`config.mk`:
```
export PLATFORM = sky130hd
export DESIGN_NAME = cs_decoder
export DESIGN_NICKNAME = d
export VERILOG_FILES = /design/src/rtl/cs_decoder.sv
export SDC_FILE = /design/constraint.sdc
export NUM_CORES = 1
export LEC_CHECK = 0
export CAP_MARGIN = 40
export CELL_PAD_IN_SITES_DETAIL_PLACEMENT = 1
export CELL_PAD_IN_SITES_GLOBAL_PLACEMENT = 2
export CORE_AREA = 5 5 42 44
export DETAILED_ROUTE_END_ITERATION = 16
export DIE_AREA = 0 0 47 49
export DONT_BUFFER_PORTS = 1
export PLACE_DENSITY = 0.56
export SYNTH_ARGS = -nofsm -noshare
export SYNTH_HDL_FRONTEND = slang
export SYNTH_SLANG_ARGS = --single-unit
```
`constraint.sdc`:
```
create_clock -name clk -period 1.6 [get_ports clk]
set_clock_uncertainty 0.2 [all_clocks]
set_input_delay 0.32 -clock clk [delete_from_list [all_inputs] [get_ports clk]]
set_output_delay 0.32 -clock clk [all_outputs]
set_load 0.02 [all_outputs]
```
`src/rtl/cs_decoder.sv`:
```
// cs_decoder
// Registered chip-select decoder with a per-slave ready handshake. A request
// (en1 && en2) latches adr, raises one-hot ce for that slave and holds it until
// the selected slave's rdy bit is sampled high. Optionally a timeout aborts the
// transaction after TIMEOUT cycles without ready.
//
// Build option: define CS_DECODER_TIMEOUT_EN to compile in the timeout counter
// and err path. Without it, ACTIVE is left only by rdy[sel] or reset, err is 0
// and TIMEOUT has no effect.
//
// Parameters:
//   ADR_W    address width, N = 2**ADR_W slaves (1..6)
//   TIMEOUT  max cycles ce is held without ready (>= 1)
// Ports:
//   clk      system clock, rising edge
//   reset    synchronous active-high reset
//   en1,en2  request enables; a request exists only when both are high
//   adr      slave index, sampled when a request is accepted
//   rdy      per-slave ready; only rdy[sel] is observed while ACTIVE
//   ce       registered one-hot chip select, zero when idle
//   busy     high while a transaction is open
//   ack      one-cycle pulse: completed by slave ready
//   err      one-cycle pulse: aborted by timeout
//
// state  | meaning
// IDLE   | no transaction open; ce = 0; waiting for en1 && en2
// ACTIVE | ce[sel] held; waiting for rdy[sel] (or timeout)
module cs_decoder #(
    parameter int ADR_W   = 2,
    parameter int TIMEOUT = 16
) (
    input  logic                  clk,
    input  logic                  reset,
    input  logic                  en1,
    input  logic                  en2,
    input  logic [ADR_W-1:0]      adr,
    input  logic [(2**ADR_W)-1:0] rdy,
    output logic [(2**ADR_W)-1:0] ce,
    output logic                  busy,
    output logic                  ack,
    output logic                  err
);

    localparam int N = 2**ADR_W;

    if (ADR_W < 1 || ADR_W > 6 || TIMEOUT < 1) begin : g_param_check
        $error("cs_decoder: ADR_W must be 1..6 and TIMEOUT >= 1");
    end

    typedef enum logic {
        IDLE   = 1'b0,
        ACTIVE = 1'b1
    } state_t;

    state_t           state_q;
    state_t           state_d;
    logic [ADR_W-1:0] sel_q;
    logic [ADR_W-1:0] sel_d;
    logic [N-1:0]     ce_d;
    logic             busy_d;
    logic             ack_d;
    logic             req;
    logic             sel_rdy;
    logic             timeout_hit;

    assign req     = en1 & en2;
    assign sel_rdy = rdy[sel_q];

`ifdef CS_DECODER_TIMEOUT_EN
    localparam int            CW = $clog2(TIMEOUT + 1);
    localparam logic [CW-1:0] TC = CW'(TIMEOUT - 1);

    logic [CW-1:0] count_q;
    logic [CW-1:0] count_d;
    logic          err_d;

    // count holds the number of ACTIVE edges already passed, so hitting TC on
    // an edge means ce has been high for exactly TIMEOUT cycles after it.
    assign timeout_hit = (count_q == TC);
`else
    assign timeout_hit = 1'b0;
    assign err         = 1'b0;
`endif

    always_ff @(posedge clk) begin
        if (reset) begin
            state_q <= IDLE;
            sel_q   <= '0;
            ce      <= '0;
            busy    <= 1'b0;
            ack     <= 1'b0;
`ifdef CS_DECODER_TIMEOUT_EN
            err     <= 1'b0;
            count_q <= '0;
`endif
        end else begin
            state_q <= state_d;
            sel_q   <= sel_d;
            ce      <= ce_d;
            busy    <= busy_d;
            ack     <= ack_d;
`ifdef CS_DECODER_TIMEOUT_EN
            err     <= err_d;
            count_q <= count_d;
`endif
        end
    end

    always_comb begin
        state_d = state_q;
        case (state_q)
            IDLE:    if (req) state_d = ACTIVE;
            ACTIVE:  if (sel_rdy || timeout_hit) state_d = IDLE;
            default: state_d = IDLE;
        endcase
    end

    // Next values for the registered outputs; rdy has priority over timeout.
    always_comb begin
        sel_d   = sel_q;
        ce_d    = '0;
        busy_d  = 1'b0;
        ack_d   = 1'b0;
`ifdef CS_DECODER_TIMEOUT_EN
        err_d   = 1'b0;
        count_d = count_q;
`endif
        case (state_q)
            IDLE: begin
                if (req) begin
                    sel_d      = adr;
                    ce_d[adr]  = 1'b1;
                    busy_d     = 1'b1;
`ifdef CS_DECODER_TIMEOUT_EN
                    count_d    = '0;
`endif
                end
            end
            ACTIVE: begin
                if (sel_rdy) begin
                    ack_d = 1'b1;
                end else if (timeout_hit) begin
`ifdef CS_DECODER_TIMEOUT_EN
                    err_d = 1'b1;
`endif
                end else begin
                    ce_d   = ce;
                    busy_d = 1'b1;
`ifdef CS_DECODER_TIMEOUT_EN
                    count_d = count_q + CW'(1);
`endif
                end
            end
            default: begin
                ce_d = '0;
            end
        endcase
    end

endmodule

```
# Word level (Yosys, flattened, before mapping)
# Cells that the tools add are included.
dict set report op_classes {
  add_sub_neg 0
  multipliers 0
  n_div 0
  n_lt_le_gt_ge 3
  eq_ne 1
  n_shift 0
  n_mux 11
  bitwise_logic 2
  reduce_logical 3
}
# op n
set op_table {}
lappend op_table {{4-bit 2-to-1 mux} 2}
lappend op_table {{4-bit one-hot mux with 2 select lines} 1}
lappend op_table {{2-bit by 3-bit < comparator with 1-bit output, second input constant} 2}
lappend op_table {{1-bit 2-to-1 mux} 5}
lappend op_table {{1-bit binary-select mux with 2-bit select} 1}
lappend op_table {{1-bit demux with 2-bit select} 1}
lappend op_table {{2-bit by 1-bit >= comparator with 1-bit output, second input constant} 1}
lappend op_table {{2-bit by 1-bit inequality test with 1-bit output, second input constant} 1}
lappend op_table {{1-bit one-hot mux with 2 select lines} 1}
lappend op_table {{2-bit AND reduction} 1}
lappend op_table {{2-bit OR reduction} 1}
lappend op_table {{1-bit bitwise AND} 1}
lappend op_table {{1-bit logical AND} 1}
lappend op_table {{1-bit inverter} 1}
dict set report word_totals {
  ff_bits 8
  latchBits 0
  ramBits 0
  romBits 0
  input_bits 10
  out_inout_bits 7
  word_cells 24
  mem_count 0
}

# Longest topological paths before layout
# Gate-level depths: netlist (run 1).
dict set report depth {
  depth_word 6
  mapped_depth 3
  depth_no_buf 3
}

# Least setup slack after synthesis (run 1)
# No wires, ideal clock.
dict set report synth_timing {
  path_kind {flip-flop to flip-flop}
  from {register state_q}
  to {register ce[0]}
  setup_ns 0.058
  t_arrival_ns 1.157
  t_required_ns 1.342
  slack_ns 0.185
  path_stages_with_launch 4
  path_buffers 0
  period_less_slack_ns 1.415
  cell_sequence {dfxtp_1 -> or3b_4 -> o22ai_4 -> a22o_2}
}
dict set report synth_via {
  elab_chain_cells 2
  elab_cells_between_ends 3
  cone_classes {eq/ne (1); mux (1); bitwise (1)}
}
# item line_no
set synth_rtl {}
lappend synth_rtl {{from (decl)} 55} ;# state_t state_q;
lappend synth_rtl {{from (signal assigned)} 97} ;# state_q <= state_d;
lappend synth_rtl {{1-bit inverter} -}
lappend synth_rtl {{4-bit one-hot mux with 2 select lines} 128} ;# case (state_q)
lappend synth_rtl {{to (signal assigned)} 89} ;# ce <= '0;
lappend synth_rtl {{to (signal assigned)} 99} ;# ce <= ce_d;
lappend synth_rtl {{to (decl)} 38} ;# output logic [(2**ADR_W)-1:0] ce,
# Several ways; a longest one is shown, not always the timed one.
# A chain may end at the register's enable or synchronous reset.

# Final worst setup path (run 1)
dict set report layout_timing {
  from {register sel_q[0]}
  to {register ce[0]}
}
dict set report layout_via {
  elab_chain_cells 3
}
# item line_no
set layout_rtl {}
lappend layout_rtl {{from (decl)} 57} ;# logic [ADR_W-1:0] sel_q;
lappend layout_rtl {{from (signal assigned)} 98} ;# sel_q <= sel_d;
lappend layout_rtl {{1-bit binary-select mux with 2-bit select} 67} ;# assign sel_rdy = rdy[sel_q];
lappend layout_rtl {{1-bit 2-to-1 mux (not written as such)} 67}
lappend layout_rtl {{2-bit by 1-bit inequality test with 1-bit output (no line)} -}
# Every way passes these cells. The select of a mux whose other input is x is not followed.

==> results of run 1 <==
## repair_timing
item | 4_1_cts | 5_1_grt
buffers inserted | 0 | 0
hold buffers | 2 | 0
endpoints found under the hold margin | 4 | 0
gates resized for setup | 0 | 0
## cells in the mapped netlist
library cell,count
sky130_fd_sc_hd__or3b_4,1
sky130_fd_sc_hd__a32o_1,2
sky130_fd_sc_hd__mux2_4,1
sky130_fd_sc_hd__nor2_1,3
sky130_fd_sc_hd__inv_1,1
sky130_fd_sc_hd__conb_1,1
sky130_fd_sc_hd__o22ai_4,1
sky130_fd_sc_hd__mux2_2,1
sky130_fd_sc_hd__mux2i_1,3
sky130_fd_sc_hd__nor3b_1,1
sky130_fd_sc_hd__or2_2,1
sky130_fd_sc_hd__a22o_2,2
sky130_fd_sc_hd__buf_4,1
sky130_fd_sc_hd__nand3b_1,2
sky130_fd_sc_hd__nor3_1,1
sky130_fd_sc_hd__dfxtp_1,8
## power breakdown
| group | switching, mW | leakage (nW) | total, mW | internal, mW |
|---|---|---|---|---|
| Clock | 0.0715 | 0.0138 | 0.158 | 0.0860 |
| Combinational | 0.0199 | 0.0845 | 0.0427 | 0.0228 |
| Sequential | 0.00906 | 0.0650 | 0.215 | 0.206 |
| Total | 0.101 | 0.163 | 0.415 | 0.315 |
## cell families (layout without fill, tap and decap cells)
family                 Yosys count  after routing
DFF                              8              8
AOI/OAI and AO/OA                5              5
buffers and inverters            2              7
muxes                            5              5
other                            1              1
and+or+nand+nor                  9              9
## cells in the final DEF, fill, tap and decap left out
cell / netlist / final
sky130_fd_sc_hd__or2_2: 1 / 1
sky130_fd_sc_hd__nand3b_1: 2 / 2
sky130_fd_sc_hd__dlygate4sd3_1: 0 / 2
sky130_fd_sc_hd__nor2_1: 3 / 3
sky130_fd_sc_hd__nor3b_1: 1 / 1
sky130_fd_sc_hd__mux2i_1: 3 / 3
sky130_fd_sc_hd__conb_1: 1 / 1
sky130_fd_sc_hd__clkbuf_4: 0 / 3
sky130_fd_sc_hd__buf_4: 1 / 1
sky130_fd_sc_hd__or3b_4: 1 / 1
sky130_fd_sc_hd__a22o_2: 2 / 2
sky130_fd_sc_hd__a32o_1: 2 / 2
sky130_fd_sc_hd__dfxtp_1: 8 / 8
sky130_fd_sc_hd__mux2_2: 1 / 1
sky130_fd_sc_hd__inv_1: 1 / 1
sky130_fd_sc_hd__nor3_1: 1 / 1
sky130_fd_sc_hd__mux2_4: 1 / 1
sky130_fd_sc_hd__o22ai_4: 1 / 1
## state kept, by name (all words and copies together) (netlist names)
signal and cells:
ce 4, state_q 1, ack 1, sel_q 2
## metal layers
layer / track usage (%) / up-vias
li1: - / 120
met1: 7.74 / 121
met2: 12.0 / 10
met3: 8.86 / 0
met4: 1.38 / 0
met5: 0 / -
## path summary, 6_finish.rpt
check                          endpoint  cells after the start  slack, ns             startpoint
setup reg to reg     ce[0]$_SDFFE_PP0P_                      3       0.22  sel_q[0]$_SDFFE_PP0P_
hold / removal    sel_q[1]$_SDFFE_PP0P_                      2       0.01                 adr[1]
setup / recovery     ce[0]$_SDFFE_PP0P_                      3       0.22  sel_q[0]$_SDFFE_PP0P_
hold reg to reg          ack$_SDFF_PP0_                      1       0.32     state_q$_SDFF_PP0_
## cell type report
class	count	area, sq um
Fill cell	163	991
Multi-Input combinational cell	20	176
Sequential cell	8	160
Timing Repair Buffer	3	27.5
Clock buffer	3	22.5
Tap cell	16	20.0
Inverter	1	3.75
## critical path, cell delays in order (launching register included)
cell and delay, ns:
sky130_fd_sc_hd__dfxtp_1 0.38, sky130_fd_sc_hd__mux2_2 0.39, sky130_fd_sc_hd__o22ai_4 0.19, sky130_fd_sc_hd__a22o_2 0.18
## stage by stage
stage / hold WS, ns / cells
2_1_floorplan: 0.192 / 30
3_3_place_gp: 0.194 / 46
3_5_place_dp: 0.196 / 46
4_1_cts: 0.0156 / 51
5_1_grt: 0.0187 / 51
6_report: 0.0132 / 51
==> impl_metrics.xml, run 1 <==
<?xml version="1.0" encoding="UTF-8"?>
<metrics>
  <group name="run_status">
    <metric name="run_status" unit="">complete, no violations</metric>
  </group>
  <group name="timing">
    <metric name="final_critical_path_setup_slack" unit="ns">0.220</metric>
    <metric name="finalHoldViolCount" unit="">0</metric>
    <metric name="fin_crit_sh" unit="%">86.2</metric>
    <metric name="timing_max_transition_violations_final" unit="">0</metric>
    <metric name="report.final.setup_viol" unit="">0</metric>
    <metric name="timing.final.crit_period" unit="ns">1.38</metric>
    <metric name="fmax" unit="MHz">725</metric>
    <metric name="final.setup.tns" unit="ns">0</metric>
    <metric name="grt_setup_unrepaired" unit="">no</metric>
  </group>
  <group name="final_layout">
    <metric name="insertedDiodeCount" unit="">0</metric>
    <metric name="fin_area" unit="sq um">410</metric>
    <metric name="final_layout_size_suffix_gt1_share" unit="%">31.4</metric>
    <metric name="final_net_count" unit="">47</metric>
    <metric name="area_delta_synth_final" unit="%">18.0</metric>
    <metric name="fin_util" unit="%">29.3</metric>
  </group>
  <group name="logic_synthesis">
    <metric name="synth_nets" unit="">40</metric>
    <metric name="largest_family_of_logic_cells_by_synthesized_area" unit="">compound AO/OA/AOI/OAI gates</metric>
    <metric name="yosys_register_bits" unit="">8</metric>
    <metric name="post_synth_fa_ha_maj_area_fraction" unit="%">0</metric>
    <metric name="synth_xor_area_share" unit="%">0</metric>
    <metric name="synthTopCellsByArea" unit="">sky130_fd_sc_hd__dfxtp_1, sky130_fd_sc_hd__mux2i_1, sky130_fd_sc_hd__a22o_2</metric>
    <metric name="seq_area_frac_synth" unit="%">46.0</metric>
    <metric name="post_synth_mux_area_share" unit="%">16.2</metric>
    <metric name="netlist.top_cell.by_area" unit="">sky130_fd_sc_hd__dfxtp_1</metric>
    <metric name="synthCells" unit="">30</metric>
    <metric name="synth_compound_gate_area_share" unit="%">17.3</metric>
    <metric name="mean_cell_area_of_the_mapped_netlist" unit="sq um">11.6</metric>
    <metric name="count_of_different_cell_masters_after_synthesis" unit="">16</metric>
    <metric name="synth_simple_gate_area_share" unit="%">16.2</metric>
    <metric name="ys.warnings.count" unit="">0</metric>
    <metric name="netlist.area_leader.share" unit="%">46.0</metric>
    <metric name="mappedNetlistArea" unit="sq um">348</metric>
  </group>
  <group name="floorplan">
    <metric name="die_width" unit="microns">47</metric>
    <metric name="io_pins" unit="">17</metric>
    <metric name="die-area" unit="sq um">2300</metric>
    <metric name="floorplan.core_area" unit="sq um">1400</metric>
    <metric name="initial_core_util" unit="%">24.8</metric>
    <metric name="fp.dieH" unit="microns">49</metric>
    <metric name="std_cell_rows" unit="">14</metric>
  </group>
  <group name="clock_network">
    <metric name="clockBufferDepth" unit="">2</metric>
    <metric name="tritoncts_num_sinks" unit="">8</metric>
    <metric name="clk_latency" unit="ns">0.26</metric>
    <metric name="clk_transition_reported_paths" unit="ns">0.06</metric>
    <metric name="cts_root_buf" unit="">sky130_fd_sc_hd__clkbuf_4</metric>
    <metric name="tritoncts" unit="">yes</metric>
    <metric name="ctsHtreeMaxLevel" unit="">1</metric>
    <metric name="cts_buffers" unit="">3</metric>
  </group>
  <group name="global_routing">
    <metric name="maximum_number_of_pins_on_one_net_before_global_route_repair" unit="">6</metric>
    <metric name="grt_usage" unit="%">8.12</metric>
    <metric name="number_of_antenna_violations_at_the_first_check_in_global_routing" unit="">0</metric>
    <metric name="first_global_vias" unit="">291</metric>
    <metric name="global_route_overflow" unit="">0</metric>
    <metric name="wire_length_of_the_first_global_routing_pass" unit="microns">1290</metric>
  </group>
  <group name="pwr">
    <metric name="ir_drop" unit="V">0.000375</metric>
    <metric name="p_per_area" unit="nW/um^2">1010</metric>
    <metric name="post-layout-total-power" unit="mW">0.415</metric>
    <metric name="cellLeakagePower" unit="nW">0.163</metric>
  </group>
  <group name="detailed_routing">
    <metric name="drt-pass1-iter-count" unit="">2</metric>
    <metric name="drt_drc_violations_left" unit="">0</metric>
    <metric name="wl_per_cell" unit="microns">16.2</metric>
    <metric name="antenna_violating_nets_post_route" unit="">0</metric>
    <metric name="initialDrtViolationCount" unit="">1</metric>
    <metric name="route.vias.total" unit="">251</metric>
    <metric name="wirelength" unit="microns">824</metric>
    <metric name="route.top_layer_used" unit="">met3</metric>
    <metric name="met2_length" unit="microns">412</metric>
    <metric name="route.detailed.vias_per_inst" unit="">4.92</metric>
    <metric name="met3_length" unit="microns">116</metric>
    <metric name="routed_metal_1_wire_length" unit="microns">294</metric>
  </group>
  <group name="setup_path">
    <metric name="timing.critical_path.required" unit="ns">1.61</metric>
    <metric name="timing.critical_path.from_type" unit="">flop</metric>
    <metric name="worstPathMaxFanout" unit="">5</metric>
    <metric name="worstSetupEndpointType" unit="">flop</metric>
    <metric name="timing.critical_path.arrival" unit="ns">1.39</metric>
    <metric name="worstSetupPathType" unit="">flop to flop</metric>
  </group>
  <group name="place">
    <metric name="port_buffers" unit="">0</metric>
    <metric name="detailed_place_hpwl" unit="microns">628</metric>
    <metric name="gp_routability_congestion" unit="">0.665</metric>
    <metric name="dp_worst_setup_slack" unit="ns">0.216</metric>
    <metric name="place_area" unit="sq um">368</metric>
  </group>
  <group name="flow_run">
    <metric name="cap_viol_max_count" unit="">0</metric>
  </group>
  <group name="worst_hold_path">
    <metric name="hold_path_class" unit="">primary input to flop</metric>
  </group>
</metrics>
Note: power is estimated with default switching activity, not from simulation.
==> run 2, diff against run 1 <==
- CTS_CLUSTER_DIAMETER: unset -> 60
==> results of run 2 <==
Final layout, timing and power as in run 1 (identical DEF).
